--- src/rtl/datapath_hs.sv ---
// Processor datapath: IR/MDR, register file, PC and PSR, operand muxes, and a
// three-state memory handshake FSM. The ALU itself sits outside this block.
module datapath_hs #(
  parameter int WIDTH            = 16,
  parameter int REG_BITS         = 4,
  parameter int OP_CODE_BITS     = 4,
  parameter int EXT_OP_CODE_BITS = 4,
  parameter int IMM_BITS         = 8,
  parameter int ZERO_REG0        = 1
) (
  input  logic                        clk,
  input  logic                        reset,
  input  logic                        reg_write,
  input  logic                        alu_A_src,
  input  logic                        alu_B_src,
  input  logic                        pc_en,
  input  logic                        instruction_en,
  input  logic                        psr_en,
  input  logic                        imm_sign_ext,
  input  logic [1:0]                  pc_src,
  input  logic [1:0]                  reg_write_src,
  input  logic                        mem_start,
  input  logic [1:0]                  mem_op,
  input  logic                        mem_ready,
  input  logic [WIDTH-1:0]            data_from_mem,
  input  logic [WIDTH-1:0]            alu_out,
  input  logic [WIDTH-1:0]            alu_flags,
  output logic [WIDTH-1:0]            alu_a,
  output logic [WIDTH-1:0]            alu_b,
  output logic [WIDTH-1:0]            mem_address,
  output logic [WIDTH-1:0]            data_to_mem_store,
  output logic                        mem_req,
  output logic                        mem_we,
  output logic                        mem_busy,
  output logic                        mem_done,
  output logic [OP_CODE_BITS-1:0]     op_code,
  output logic [EXT_OP_CODE_BITS-1:0] ext_op_code,
  output logic [REG_BITS-1:0]         A_index,
  output logic [REG_BITS-1:0]         B_index,
  output logic [WIDTH-1:0]            psr,
  output logic [WIDTH-1:0]            pc
);

  localparam int NREG = 1 << REG_BITS;
  localparam logic [1:0] OP_FETCH = 2'b00;
  localparam logic [1:0] OP_LOAD  = 2'b01;
  localparam logic [1:0] OP_STORE = 2'b10;
  localparam logic [1:0] OP_RSVD  = 2'b11;

  typedef enum logic [1:0] {S_IDLE, S_REQ, S_DONE} mem_state_e;

  logic [WIDTH-1:0] pc_q, pc_d, ir_q, mdr_q, psr_q, reg_a_q, reg_b_q;
  logic [WIDTH-1:0] rf_q [NREG];
  logic [WIDTH-1:0] rd_a, rd_b, imm, wdata, pc_plus1;
  logic             a_is_zero, b_is_zero, rf_we, capture;

  mem_state_e       state_q;
  logic [1:0]       mop_q;
  logic [WIDTH-1:0] maddr_q, mdata_q;
  logic             req_q, we_q, busy_q, done_q;

  assign op_code     = ir_q[WIDTH-1 -: OP_CODE_BITS];
  assign A_index     = ir_q[WIDTH-OP_CODE_BITS-1 -: REG_BITS];
  assign ext_op_code = ir_q[4+EXT_OP_CODE_BITS-1:4];
  assign B_index     = ir_q[REG_BITS-1:0];

  assign imm = imm_sign_ext ? {{(WIDTH-IMM_BITS){ir_q[IMM_BITS-1]}}, ir_q[IMM_BITS-1:0]}
                            : {{(WIDTH-IMM_BITS){1'b0}}, ir_q[IMM_BITS-1:0]};

  assign a_is_zero = (ZERO_REG0 != 0) && (A_index == '0);
  assign b_is_zero = (ZERO_REG0 != 0) && (B_index == '0);
  assign rd_a      = a_is_zero ? '0 : rf_q[A_index];
  assign rd_b      = b_is_zero ? '0 : rf_q[B_index];
  assign rf_we     = reg_write && !a_is_zero;

  assign pc_plus1 = pc_q + WIDTH'(1);
  assign alu_a    = alu_A_src ? reg_a_q : pc_q;
  assign alu_b    = alu_B_src ? imm : reg_b_q;
  assign pc       = pc_q;
  assign psr      = psr_q;

  always_comb begin
    wdata = '0;
    case (reg_write_src)
      2'd0:    wdata = alu_out;
      2'd1:    wdata = mdr_q;
      2'd2:    wdata = pc_plus1;
      default: wdata = '0;
    endcase
  end

  always_comb begin
    pc_d = pc_q;
    if (pc_en) begin
      case (pc_src)
        2'd0:    pc_d = alu_out;
        2'd1:    pc_d = reg_b_q;
        2'd2:    pc_d = pc_plus1;
        default: pc_d = pc_q;
      endcase
    end
  end

  assign capture = (state_q == S_REQ) && mem_ready;

  // reg_A/reg_B sample the old array contents, so a same-edge write is not seen
  always_ff @(posedge clk) begin
    if (reset) begin
      pc_q    <= '0;
      ir_q    <= '0;
      mdr_q   <= '0;
      psr_q   <= '0;
      reg_a_q <= '0;
      reg_b_q <= '0;
      for (int i = 0; i < NREG; i++) rf_q[i] <= '0;
    end else begin
      pc_q    <= pc_d;
      reg_a_q <= rd_a;
      reg_b_q <= rd_b;
      if (psr_en) psr_q <= alu_flags;
      if (rf_we) rf_q[A_index] <= wdata;
      if (capture && mop_q == OP_FETCH && instruction_en) ir_q <= data_from_mem;
      if (capture && mop_q == OP_LOAD) mdr_q <= data_from_mem;
    end
  end

  // Memory FSM; starts while busy are dropped rather than queued
  always_ff @(posedge clk) begin
    if (reset) begin
      state_q <= S_IDLE;
      mop_q   <= OP_FETCH;
      maddr_q <= '0;
      mdata_q <= '0;
      req_q   <= 1'b0;
      we_q    <= 1'b0;
      busy_q  <= 1'b0;
      done_q  <= 1'b0;
    end else begin
      case (state_q)
        S_IDLE: begin
          if (mem_start && mem_op != OP_RSVD) begin
            state_q <= S_REQ;
            mop_q   <= mem_op;
            maddr_q <= (mem_op == OP_FETCH) ? pc_q : reg_b_q;
            mdata_q <= (mem_op == OP_STORE) ? reg_a_q : '0;
            req_q   <= 1'b1;
            we_q    <= (mem_op == OP_STORE);
            busy_q  <= 1'b1;
          end
        end
        S_REQ: begin
          if (mem_ready) begin
            state_q <= S_DONE;
            req_q   <= 1'b0;
            we_q    <= 1'b0;
            done_q  <= 1'b1;
          end
        end
        S_DONE: begin
          state_q <= S_IDLE;
          busy_q  <= 1'b0;
          done_q  <= 1'b0;
        end
        default: begin
          state_q <= S_IDLE;
          req_q   <= 1'b0;
          we_q    <= 1'b0;
          busy_q  <= 1'b0;
          done_q  <= 1'b0;
        end
      endcase
    end
  end

  assign mem_req           = req_q;
  assign mem_we            = we_q;
  assign mem_busy          = busy_q;
  assign mem_done          = done_q;
  assign mem_address       = req_q ? maddr_q : pc_q;
  assign data_to_mem_store = req_q ? mdata_q : '0;

endmodule

--- config.mk ---
export PLATFORM = sky130hd
export DESIGN_NAME = datapath_hs
export DESIGN_NICKNAME = d
export VERILOG_FILES = /design/src/rtl/datapath_hs.sv
export SDC_FILE = /design/constraint.sdc
export NUM_CORES = 1
export LEC_CHECK = 0
export CORE_MARGIN = 3
export CORE_UTILIZATION = 40
export DETAILED_ROUTE_END_ITERATION = 10
export PLACE_DENSITY = 0.61
export SYNTH_ARGS = -nofsm -noshare
export SYNTH_HDL_FRONTEND = slang
export SYNTH_SLANG_ARGS = --single-unit
--- constraint.sdc ---
create_clock -name clk -period 3.69 [get_ports clk]
set_input_delay 1.107 -clock clk [delete_from_list [all_inputs] [get_ports clk]]
set_output_delay 1.107 -clock clk [all_outputs]
set_load 0.005 [all_outputs]
==> qor.csv <==
metric,value,unit
Initial Util,40.7,%
DRT Pass-1 Iters,6,
crit path max fanout,10,
vias in the first global route,14000,
maximum capacitance violations,0,
critical path class,primary input to output port,
leakage power,0.00788,uW
H-tree depth,2,
Yosys reg bits,376,
final worst-path cycle share,99.6,%
dpl hpwl,41000,um
"Avg Cell Area, Syn",11.6,um2
ys flop type,edfxtp_1,
maximum buffer depth of the clock tree,3,
total CTS buffers,42,
Ys Warns,0,
CP Launch Type,primary input,
worst path arrival time,2570,ps
ant diodes,0,
Top Ports,181,
Worst Skew,17.6,ps
post-synthesis adder-cell area fraction,0.337,%
post-route DRC violation count,0,
highest-count cells in the layout ignoring fill and taps,"255 x nor2_1, 240 x edfxtp_1, 176 x clkdlybuf4s50_1",
post-route ant nets,0,
Worst VDD drop,340,uV
layout cell share with drive strength beyond 1,19.5,%
die height,221,um
Fin. Hold Viols,0,
xor/xnor share of the synthesized area,0.559,%
sequential cell area,9940,um2
routability cong.,0.881,
simple-gate share of the synthesized area,13.4,%
Post-synth EDFFs,240,
Chip Width,221,um
Synth cell types,60,
"Slew Viols, Final",0,
row count,78,
first-pass GRT wire length,91500,um
RSZ-0062 raised after global routing,yes,
die area,49000,um2
f_max,0.272,GHz
clock transition at the registers of the reported paths,60,ps
CP Capture Type,output port,
hold-fix buffer count after cts,0,
setup ws final,16.2,ps
final net count,1831,
Skew-Pair Late Insertion Delay,570,ps
Overflow after GRT,0,
hold_ws,450,ps
Power Density,432,nW/um2
synthesized instance count,1602,
initial antenna violation count,0,
Compound-Gate Fraction of Synth Area,9.72,%
"wirelength, routed",60800,um
"Data required, critical path",2580,ps
register area share after synthesis,53.5,%
HP Class,flop to flop,
largest family of logic cells by synthesized area,multiplexers,
"most common cell after layout, fill and taps aside",nor2_1,
fillers,4060,
clk sinks,376,
TritonCTS clock tree,yes,
IO Port Bufs,180,
GRT Total Usage,24.4,%
wire per inst,25.4,um
Synth Cell Area,18600,um2
measured slew at the worst slew-check pin,1170,ps
vias post-DR,14100,
Final Non-Filler Cells,2394,
Post-Place Cells,2315,
Final min period,3670,ps
CTS root buf,clkbuf_16,
Max transition margin,21.7,%
dpl ws,-106,ps
core area,45600,um2
area grow syn2layout,21.3,%
DRT iter0 DRCs,2014,
final setup vio count,0,
status,completed,
Via density,5.89,
largest net degree at the start of global routing,73,
mux share of post-synthesis cell area,18.2,%
area of the multi-input gates,7890,um2
Syn Nets,1672,
ys async rst share,0,%
logic make-up after synthesis:
group | after synthesis
mux | 209
simple gates | 562
buf+inv | 168
xor+xnor | 11
fa+ha+maj | 5
flops | 376
compound gates | 271
sequential cells by signal, indices dropped and copies added, names as in the netlist:
| name | cells |
|---|---|
| mop_q | 2 |
| mem_req | 1 |
| mdata_q | 16 |
| mdr_q | 16 |
| psr | 16 |
| state_q | 2 |
| reg_b_q | 16 |
| reg_a_q | 16 |
| maddr_q | 16 |
| rf_q | 240 |
| ir_q | 16 |
| mem_we | 1 |
| pc | 16 |
| mem_done | 1 |
| mem_busy | 1 |
power by group:
| part | internal [uW] | leakage, uW | switching [uW] |
|---|---|---|---|
| registers | 4600 | 0.00359 | 134 |
| clock network | 2380 | 0.000649 | 1720 |
| logic | 414 | 0.00365 | 485 |
| total | 7400 | 0.00788 | 2330 |
repair_timing:
item,in CTS,in global routing
gates cloned,1,0
setup endpoints to repair,12,14
pin swaps,0,0
hold endpoints to repair,0,0
setup buffers,1,0
gates resized for setup,5,4
through the flow:
step           total power [uW]  area [um2]  setup TNS [ps]  utilization [%]
2_1_floorplan              5260       18600               0                -
3_3_place_gp               5690       21100            -402             46.4
3_5_place_dp               5700       21100            -719             46.4
4_1_cts                    9790       22500               0             49.4
5_1_grt                   10000       22500           -50.1             49.4
6_report                   9730       22500               0             49.4
worst paths after layout:
| path | from | to | slack [ps] | depth (start not counted) |
|---|---|---|---|---|
| worst max-delay path | alu_A_src | alu_a[10] | 20 | 4 |
| worst min-delay path | reg_a_q[1]$_SDFF_PP0_ | mdata_q[1]$_SDFFE_PP0P_ | 450 | 2 |
| worst max register to register | pc[1]$_SDFFE_PP0P_ | rf_q[7][5]$_SDFFCE_PN0P_ | 1090 | 6 |
| worst min register to register | reg_a_q[1]$_SDFF_PP0_ | mdata_q[1]$_SDFFE_PP0P_ | 450 | 2 |
per-layer routing:
| metal | track usage (%) | up-vias | routed length, um |
|---|---|---|---|
| met1 | 32.9 | 7009 | 24700 |
| li1 | - | 6242 | - |
| met5 | 0 | - | 0 |
| met2 | 39.8 | 739 | 28600 |
| met4 | 7.66 | 0 | 2060 |
| met3 | 5.09 | 114 | 5460 |
cell usage after synthesis, types with 3 or more instances:
master / number / area (um2)
a311oi_1: 18 / 158
a21oi_1: 75 / 375
inv_1: 15 / 56.3
mux2_2: 70 / 788
o21ai_0: 49 / 245
a22o_1: 36 / 315
nor3b_1: 7 / 52.6
clkbuf_1: 86 / 323
nand2_1: 165 / 619
buf_4: 4 / 30.0
a221oi_1: 7 / 61.3
a211oi_1: 4 / 30.0
nor2_1: 256 / 961
or3_1: 7 / 43.8
xnor2_1: 5 / 43.8
nor3_1: 51 / 255
clkbuf_8: 3 / 41.3
ha_1: 5 / 62.6
and2_1: 19 / 119
nor3_2: 9 / 90.1
dfxtp_1: 136 / 2720
edfxtp_1: 240 / 7210
nand2b_1: 3 / 18.8
o211ai_1: 5 / 37.5
buf_1: 18 / 67.6
nor2b_1: 10 / 62.6
buf_2: 35 / 175
mux2i_1: 43 / 430
nand3_1: 11 / 55.1
mux4_2: 96 / 2160
a22oi_1: 64 / 480
and3_1: 6 / 37.5
xor2_1: 5 / 43.8
nand4_1: 3 / 18.8
cell type report:
class / count / area share [%]
clock buffer: 63 / 5.47
tap: 600 / 3.33
multi-input combinational: 1058 / 35.0
inverter: 16 / 0.267
timing repair buffer: 267 / 11.3
clock inverter: 14 / 0.433
sequential: 376 / 44.1
worst max-delay path, cell delays in order:
cell	delay, ps
clkdlybuf4s50_1	480
buf_4	180
mux2_2	340
clkdlybuf4s50_1	460
(Power assumes the default switching activity.)
